### config.mk
export PLATFORM = sky130hd
export DESIGN_NAME = fir_mac
export DESIGN_NICKNAME = d
export VERILOG_FILES = /design/src/rtl/fir_mac.sv
export SDC_FILE = /design/constraint.sdc
export NUM_CORES = 2
export LEC_CHECK = 0
export CORE_MARGIN = 3
export CORE_UTILIZATION = 40
export DETAILED_ROUTE_END_ITERATION = 10
export HOLD_SLACK_MARGIN = 0.02
export PLACE_DENSITY = 0.62
export SYNTH_ARGS = -nofsm -noshare
export SYNTH_HDL_FRONTEND = slang
export SYNTH_SLANG_ARGS = --single-unit
export TNS_END_PERCENT = 10
### constraint.sdc
create_clock -name clk -period 19.83 [get_ports clk]
set_input_delay 5.949 -clock clk [delete_from_list [all_inputs] [get_ports clk]]
set_output_delay 5.949 -clock clk [all_outputs]
set_load 0.02 [all_outputs]
### src/rtl/fir_mac.sv
// fir_mac: stereo FIR multiply-accumulate engine driven by an external
// coefficient ROM. One left/right sample pair arrives per cycle while
// `sequencing` is high. Each pair is multiplied by the matching coefficient
// and accumulated over NTAPS taps. The sum is shifted right by FRAC,
// clamped to DATA_W bits and loaded into the output registers.
//
// Ports
//   clk, rst_n               clock; synchronous active-low reset
//   sequencing               high while a run of sample pairs is presented
//   lft_in, rht_in           signed left/right samples
//   coef_addr                registered coefficient ROM address
//   coef                     signed ROM data, one cycle behind coef_addr
//   filtered_L, filtered_R   registered signed results
//   valid                    one-cycle pulse when results load
//   sat                      high if either channel clipped (with results)
//   abort                    one-cycle pulse when a run is cancelled
`timescale 1ns/1ps

module fir_mac #(
    parameter int unsigned DATA_W = 16,
    parameter int unsigned COEF_W = 16,
    parameter int unsigned NTAPS  = 1021,
    parameter int unsigned FRAC   = 15
) (
    input  logic                     clk,
    input  logic                     rst_n,
    input  logic                     sequencing,
    input  logic signed [DATA_W-1:0] lft_in,
    input  logic signed [DATA_W-1:0] rht_in,
    output logic        [9:0]        coef_addr,
    input  logic signed [COEF_W-1:0] coef,
    output logic signed [DATA_W-1:0] filtered_L,
    output logic signed [DATA_W-1:0] filtered_R,
    output logic                     valid,
    output logic                     sat,
    output logic                     abort
);

    localparam int unsigned PROD_W = DATA_W + COEF_W;
    localparam int unsigned ACC_W  = PROD_W + 10;
    localparam int unsigned CNT_W  = 10;
    localparam logic [CNT_W-1:0] LAST = CNT_W'(NTAPS - 1);

    // Clamp limits expressed at accumulator width for signed comparison
    localparam logic signed [ACC_W-1:0] C_MAX = {{(ACC_W-DATA_W+1){1'b0}}, {(DATA_W-1){1'b1}}};
    localparam logic signed [ACC_W-1:0] C_MIN = {{(ACC_W-DATA_W+1){1'b1}}, {(DATA_W-1){1'b0}}};

    typedef enum logic [1:0] {
        S_IDLE = 2'd0,
        S_RUN  = 2'd1,
        S_DONE = 2'd2
    } state_t;

    state_t                    r_state;
    logic        [CNT_W-1:0]   r_coef_addr;
    logic        [CNT_W-1:0]   r_tap;
    logic signed [DATA_W-1:0]  r_smp_l;
    logic signed [DATA_W-1:0]  r_smp_r;
    logic signed [ACC_W-1:0]   r_acc_l;
    logic signed [ACC_W-1:0]   r_acc_r;
    logic signed [DATA_W-1:0]  r_filt_l;
    logic signed [DATA_W-1:0]  r_filt_r;
    logic                      r_valid;
    logic                      r_sat;
    logic                      r_abort;

    logic signed [PROD_W-1:0]  w_prod_l;
    logic signed [PROD_W-1:0]  w_prod_r;
    logic signed [ACC_W-1:0]   w_acc_l;
    logic signed [ACC_W-1:0]   w_acc_r;
    logic signed [ACC_W-1:0]   w_shift_l;
    logic signed [ACC_W-1:0]   w_shift_r;
    logic                      w_hi_l;
    logic                      w_lo_l;
    logic                      w_hi_r;
    logic                      w_lo_r;
    logic signed [DATA_W-1:0]  w_res_l;
    logic signed [DATA_W-1:0]  w_res_r;

    // Full-precision products and the accumulator value after this tap
    assign w_prod_l = r_smp_l * coef;
    assign w_prod_r = r_smp_r * coef;
    assign w_acc_l  = r_acc_l + ACC_W'(w_prod_l);
    assign w_acc_r  = r_acc_r + ACC_W'(w_prod_r);

    // Final scaling (floor shift) and clamp; used only on the last tap so the
    // result lands on the same edge as the final MAC
    assign w_shift_l = w_acc_l >>> FRAC;
    assign w_shift_r = w_acc_r >>> FRAC;
    assign w_hi_l    = w_shift_l > C_MAX;
    assign w_lo_l    = w_shift_l < C_MIN;
    assign w_hi_r    = w_shift_r > C_MAX;
    assign w_lo_r    = w_shift_r < C_MIN;
    assign w_res_l   = w_hi_l ? {1'b0, {(DATA_W-1){1'b1}}} :
                       w_lo_l ? {1'b1, {(DATA_W-1){1'b0}}} : w_shift_l[DATA_W-1:0];
    assign w_res_r   = w_hi_r ? {1'b0, {(DATA_W-1){1'b1}}} :
                       w_lo_r ? {1'b1, {(DATA_W-1){1'b0}}} : w_shift_r[DATA_W-1:0];

    // Control FSM, sample delay stage, accumulators and output registers
    always_ff @(posedge clk) begin
        if (!rst_n) begin
            r_state     <= S_IDLE;
            r_coef_addr <= '0;
            r_tap       <= '0;
            r_smp_l     <= '0;
            r_smp_r     <= '0;
            r_acc_l     <= '0;
            r_acc_r     <= '0;
            r_filt_l    <= '0;
            r_filt_r    <= '0;
            r_valid     <= 1'b0;
            r_sat       <= 1'b0;
            r_abort     <= 1'b0;
        end else begin
            // Sample k is delayed one cycle so it meets coef[k] from the ROM
            r_smp_l <= lft_in;
            r_smp_r <= rht_in;
            r_valid <= 1'b0;
            r_abort <= 1'b0;

            case (r_state)
                S_IDLE: begin
                    r_acc_l <= '0;
                    r_acc_r <= '0;
                    r_tap   <= '0;
                    if (sequencing) begin
                        r_state     <= S_RUN;
                        r_coef_addr <= CNT_W'(1);
                    end else begin
                        r_coef_addr <= '0;
                    end
                end

                S_RUN: begin
                    // r_tap < LAST means the sample of this cycle is still needed
                    if (!sequencing && (r_tap < LAST)) begin
                        r_state     <= S_IDLE;
                        r_abort     <= 1'b1;
                        r_coef_addr <= '0;
                        r_tap       <= '0;
                        r_acc_l     <= '0;
                        r_acc_r     <= '0;
                    end else if (r_tap == LAST) begin
                        r_state     <= S_DONE;
                        r_filt_l    <= w_res_l;
                        r_filt_r    <= w_res_r;
                        r_sat       <= w_hi_l | w_lo_l | w_hi_r | w_lo_r;
                        r_valid     <= 1'b1;
                        r_coef_addr <= '0;
                        r_tap       <= '0;
                        r_acc_l     <= '0;
                        r_acc_r     <= '0;
                    end else begin
                        r_acc_l     <= w_acc_l;
                        r_acc_r     <= w_acc_r;
                        r_tap       <= r_tap + CNT_W'(1);
                        r_coef_addr <= (r_coef_addr == LAST) ? LAST : r_coef_addr + CNT_W'(1);
                    end
                end

                S_DONE: begin
                    r_coef_addr <= '0;
                    r_tap       <= '0;
                    r_acc_l     <= '0;
                    r_acc_r     <= '0;
                    if (!sequencing) begin
                        r_state <= S_IDLE;
                    end
                end

                default: begin
                    r_state     <= S_IDLE;
                    r_coef_addr <= '0;
                    r_tap       <= '0;
                    r_acc_l     <= '0;
                    r_acc_r     <= '0;
                end
            endcase
        end
    end

    assign coef_addr  = r_coef_addr;
    assign filtered_L = r_filt_l;
    assign filtered_R = r_filt_r;
    assign valid      = r_valid;
    assign sat        = r_sat;
    assign abort      = r_abort;

endmodule

; Word level (Yosys, flattened, before mapping)
; Cells that the tools add are included.
[word_totals]
out_inout_bits = 45
reg_bits = 173
[classes]
bitwise_logic = 6
n_mux = 16
n_addsub = 4
eq_ne = 7
multipliers = 2
magnitude_cmp = 5
n_reduce_logical = 8
[op_table]
columns = cell, count
row1 = $add 42x32->42, 2
row2 = $mul 16x16->32, 2
row3 = $mux 16, 4
row4 = $gt 27x16->1 const B, 2
row5 = $lt 27x16->1 const B, 2
row6 = $mux 10, 3
row7 = $add 10x1->10 const B, 2
row8 = $eq 10x10->1 const B, 2
row9 = $pmux 10 s2, 1
row10 = $lt 10x10->1 const B, 1
row11 = $mux 2, 4
row12 = $pmux 2 s3, 1
row13 = $reduce_and 3->1, 2
row14 = $ne 2x2->1 const B, 2
row15 = $reduce_or 4->1, 1
row16 = $mux 1, 3
row17 = $ne 3x3->1 const B, 1
row18 = $not 1->1, 3
row19 = $or 1x1->1, 3
row20 = $reduce_or 3->1, 1
row21 = $eq 2x1->1 const B, 1
row22 = $eq 2x2->1 const B, 1
row23 = $logic_not 2->1, 1
row24 = $reduce_and 2->1, 1
row25 = other kinds (2), 2

; Longest topological paths before layout
[depth]
depth_word = 6
depth_mapped = 26
mapped_depth_nobuf = 24

; Least setup slack after synthesis
; OpenSTA, ideal clock, no wires.
[synth_path]
kind = input to register
start = in coef[1]
end = reg r_filt_r[13], in the netlist filtered_R[13]
required_time_ns = 19.757
setup_slack_ns = 6.848
setup_time_ns = 0.073
cell_stages = 25
path_buffers = 3
arrival_time_ns = 12.910
path_cell_list = clkbuf_1 nand2_1 inv_1 fa_1 fa_1 inv_1 fa_1 fa_1 inv_1 fa_1 inv_1 fa_1 inv_1 ha_1 clkbuf_1 and3_1 and3_1 and2_1 nand4b_1 and2_1 a311o_1 or4_4 o41a_4 buf_6 o22ai_2
[synth_via]
elab_chain_cells = 5
[synth_rtl]
columns = element, line
row1 = start: declaration, 31  ; input logic signed [COEF_W-1:0] coef,
row2 = $mul 16x16->32 *, 82  ; assign w_prod_r = r_smp_r * coef;
row3 = $add 42x32->42 *, 84  ; assign w_acc_r = r_acc_r + ACC_W'(w_prod_r);
row4 = $lt 27x16->1, 93  ; assign w_lo_r = w_shift_r < C_MIN;
row5 = $mux 16, 97  ; w_lo_r ? {1'b1, {(DATA_W-1){1'b0}}} : w_shift_r[DATA_W-1:0];
row6 = $mux 16 *, 96  ; assign w_res_r = w_hi_r ? {1'b0, {(DATA_W-1){1'b1}}} :
row7 = end signal: assignment, 146  ; r_filt_r <= w_res_r;
row8 = end: declaration, 62  ; logic signed [DATA_W-1:0] r_filt_r;
; Mark *: on every way between the ends. The rest lies on a longest branch, timed or not.
; A chain may end at the register's enable or synchronous reset.

; Worst setup path in the final report
[layout_path]
start = in coef[1]
end = reg r_sat, in the netlist sat
[layout_via]
elab_chain_cells = 6
[layout_rtl]
columns = element, line
row1 = $mul 16x16->32, 81  ; assign w_prod_l = r_smp_l * coef;
row2 = $add 42x32->42, 83  ; assign w_acc_l = r_acc_l + ACC_W'(w_prod_l);
row3 = $gt 27x16->1 / $lt 27x16->1 (equally long branches), "90, 91"
row4 = $or 1x1->1 (2 in series), 147  ; r_sat <= w_hi_l | w_lo_l | w_hi_r | w_lo_r;
row5 = $or 1x1->1 *, 147
row6 = end signal: assignment, 147
row7 = end: declaration, 64  ; logic r_sat;
; Marks and branches as above.

==> impl_metrics.json <==
{
  "status": "finished, final reports clean",
  "syn_inst": 3439,
  "row_count": 102,
  "post_cts_buffers": 0,
  "syn_area_um2": 31700,
  "track_usage": 0.199,
  "yosysMostFrequentCell": "inv_1",
  "via_per_inst": 5.07,
  "clockRootBuffer": "clkbuf_16",
  "rsz0062_at_grt": "false",
  "hold_viol": 0,
  "worst_slew_pin_slew_ns": 0.997,
  "drt_first_pass_iters": 5,
  "hold_path.class": "flip-flop to flip-flop",
  "syn_nets": 4408,
  "hold_path_end": "r_tap[0]",
  "drv_cap": 0,
  "grt-ovfl-total": 0,
  "required_ns": 20.21,
  "cp_common_cell": "fa_1",
  "num_vias": 22700,
  "crit_arrival_ns": 14.61,
  "io_pins": 96,
  "antenna_found_initial": 0,
  "cpPeakStageDelay_ns": 0.91,
  "whs_ns": 0.478,
  "slew_headroom": 0.331,
  "yosys_warnings": 0,
  "drive_above_1_share": 0.0304,
  "drt_iter0_markers": 1329,
  "area_delta_synth_final_pct": 7.70,
  "tns_ns": 0,
  "cts_buffers": 17,
  "cts_tree": "built",
  "r2r_slack_ns": 11.05,
  "start_kind": "input port",
  "ys.flop_type": "dfxtp_1",
  "endpoint_kind": "flip-flop",
  "io_buffers": 95,
  "hold_buffers": 0,
  "routedWlPerCell_um": 17.3,
  "gp_congestion": 0.907,
  "syn_avg_cell_area_um2": 9.22,
  "r2r_start": "r_smp_l[15]",
  "cts_sinks": 173,
  "cp_cell_sequence": "clkdlybuf4s50_1 > buf_4 > nand2_1 > inv_1 > fa_1 > fa_1 > inv_1 > fa_1 > fa_1 > inv_1 > fa_1 > inv_1 > fa_1 > inv_1 > ha_1 > nand4_1 > nor4b_1 > nor3_1 > xor2_1 > nor3b_1 > nand4bb_1 > o311ai_0 > nand3_1",
  "grt_pass1_wl_um": 130000,
  "cpMaxStageDelayCell": "fa_1",
  "path_clk_slew_ns": 0.08,
  "startpoint": "coef[1]",
  "initial_core_util": 0.406,
  "grt_pass1_vias": 24100,
  "ys_seq_area_frac": 0.109,
  "ant_nets": 0,
  "met1_usage": 0.275,
  "post_cts_resized": 0,
  "setup_viol": 0,
  "grt_max_degree": 74,
  "crit_type": "input port to flip-flop",
  "htreeDepth": 4,
  "totalWireLength_um": 77600,
  "synthArstFlopShare": 0,
  "holdCritStartpoint": "r_tap[0]",
  "synth_area_leaders": "fa_1 (43%), dfxtp_1 (11%), ha_1 (9.6%), inv_1 (9.1%), and2_1 (5.3%)",
  "nets": 4405,
  "cts_buffer_depth": 2,
  "max_freq_mhz": 70.3,
  "nFillCells": 7658,
  "coreArea_um2": 78000,
  "grt-busiest-layer": "met2",
  "yosysUniqueCellTypes": 78,
  "synth_top_area_share": 0.427,
  "use_met2": 0.333,
  "holdPathStages": 1,
  "use_met3": 0.0268,
  "skew_ns": 0.0236,
  "r2r_end": "sat",
  "die-area_um2": 82600,
  "cp_top_family": "adder cells",
  "die_y_um": 287,
  "dpl.hpwl_um": 61400,
  "critPathBufInv": 7,
  "crit_fanout": 32,
  "yosysTopAreaCell": "fa_1",
  "netlist_top_cells_count": "inv_1 (769), fa_1 (676), nand2_1 (346), and2_1 (270), ha_1 (242)",
  "die_x_um": 287,
  "drc_errors": 0,
  "synth-edff-count": 0,
  "min_period_over_period": 0.718,
  "synth-seq-cells": 173,
  "slew_violations": 0,
  "layout_min_cycle_time_ns": 14.23,
  "rr_worst_depth": 21,
  "clkLatencyLatePin_ns": 0.52
}
worst max path at each step:
stage                           endpoint  slack (ns)  cells past startpoint
final                                sat        5.60                     23
after global routing       filtered_R[2]        5.18                     25
after CTS                  filtered_R[3]        5.74                     25
after detailed placement             sat        5.20                     23
after global placement               sat        5.32                     25
after floorplan           filtered_R[13]        6.85                     25
cells in the final DEF (no fill, tap or decap), types with 42 or more instances in the layout:
cell / Yosys / layout
xor2_1: 42 / 42
nand2_1: 346 / 346
and2_1: 270 / 270
clkdlybuf4s50_1: 0 / 92
nor2_1: 150 / 150
ha_1: 242 / 242
fa_1: 676 / 676
o21ai_0: 64 / 64
dfxtp_1: 173 / 173
a21oi_1: 81 / 81
inv_1: 769 / 769
layer usage:
layer	up-vias	wire (um)
li1	10500	-
met3	94	3340
met2	507	37800
met1	11700	35200
met4	0	1310
met5	-	0
kinds of logic (layout without fill, tap and decap cells):
logic type / Yosys count / count (layout) / share of synthesized area
xor+xnor: 83 / 83 / 0.0229
mux: 4 / 4 / 0.00126
flops: 173 / 173 / 0.109
other cells: 0 / 2 / 0
buf+inv: 909 / 919 / 0.109
compound gates: 375 / 375 / 0.0820
fa+ha+maj: 918 / 918 / 0.523
simple gates: 977 / 977 / 0.153
state kept, by name (all words and copies together) (netlist names), 2 cells and up:
register / count
r_acc_l: 42
filtered_R: 16
r_smp_r: 16
r_tap: 10
r_smp_l: 16
coef_addr: 10
r_state: 2
r_acc_r: 42
filtered_L: 16
cell type report:
type,count,area [um2],share of cell area
Multi-Input combinational cell,2357,24800,0.726
Sequential cell,173,3460,0.101
Inverter,769,2890,0.0846
Tap cell,1040,1300,0.0381
Timing Repair Buffer,118,1110,0.0325
Clock buffer,19,443,0.0130
Clock inverter,13,134,0.00392
Antenna cell,2,5.00,0.000147
per-stage QoR:
stage / worst slack, ns / area [um2] / std cells / util
floorplan: 6.85 / 31700 / 3439 / -
global route: 5.18 / 34100 / 4489 / 0.438
detailed placement: 5.20 / 33600 / 4457 / 0.430
CTS: 5.74 / 34100 / 4489 / 0.438
finish: 5.60 / 34100 / 4491 / 0.438
global placement: 5.32 / 33600 / 4457 / 0.430
Power is left out: the tool's default activity adds up to more than one toggle a clock period on the data nets, which glitch-free logic cannot reach.
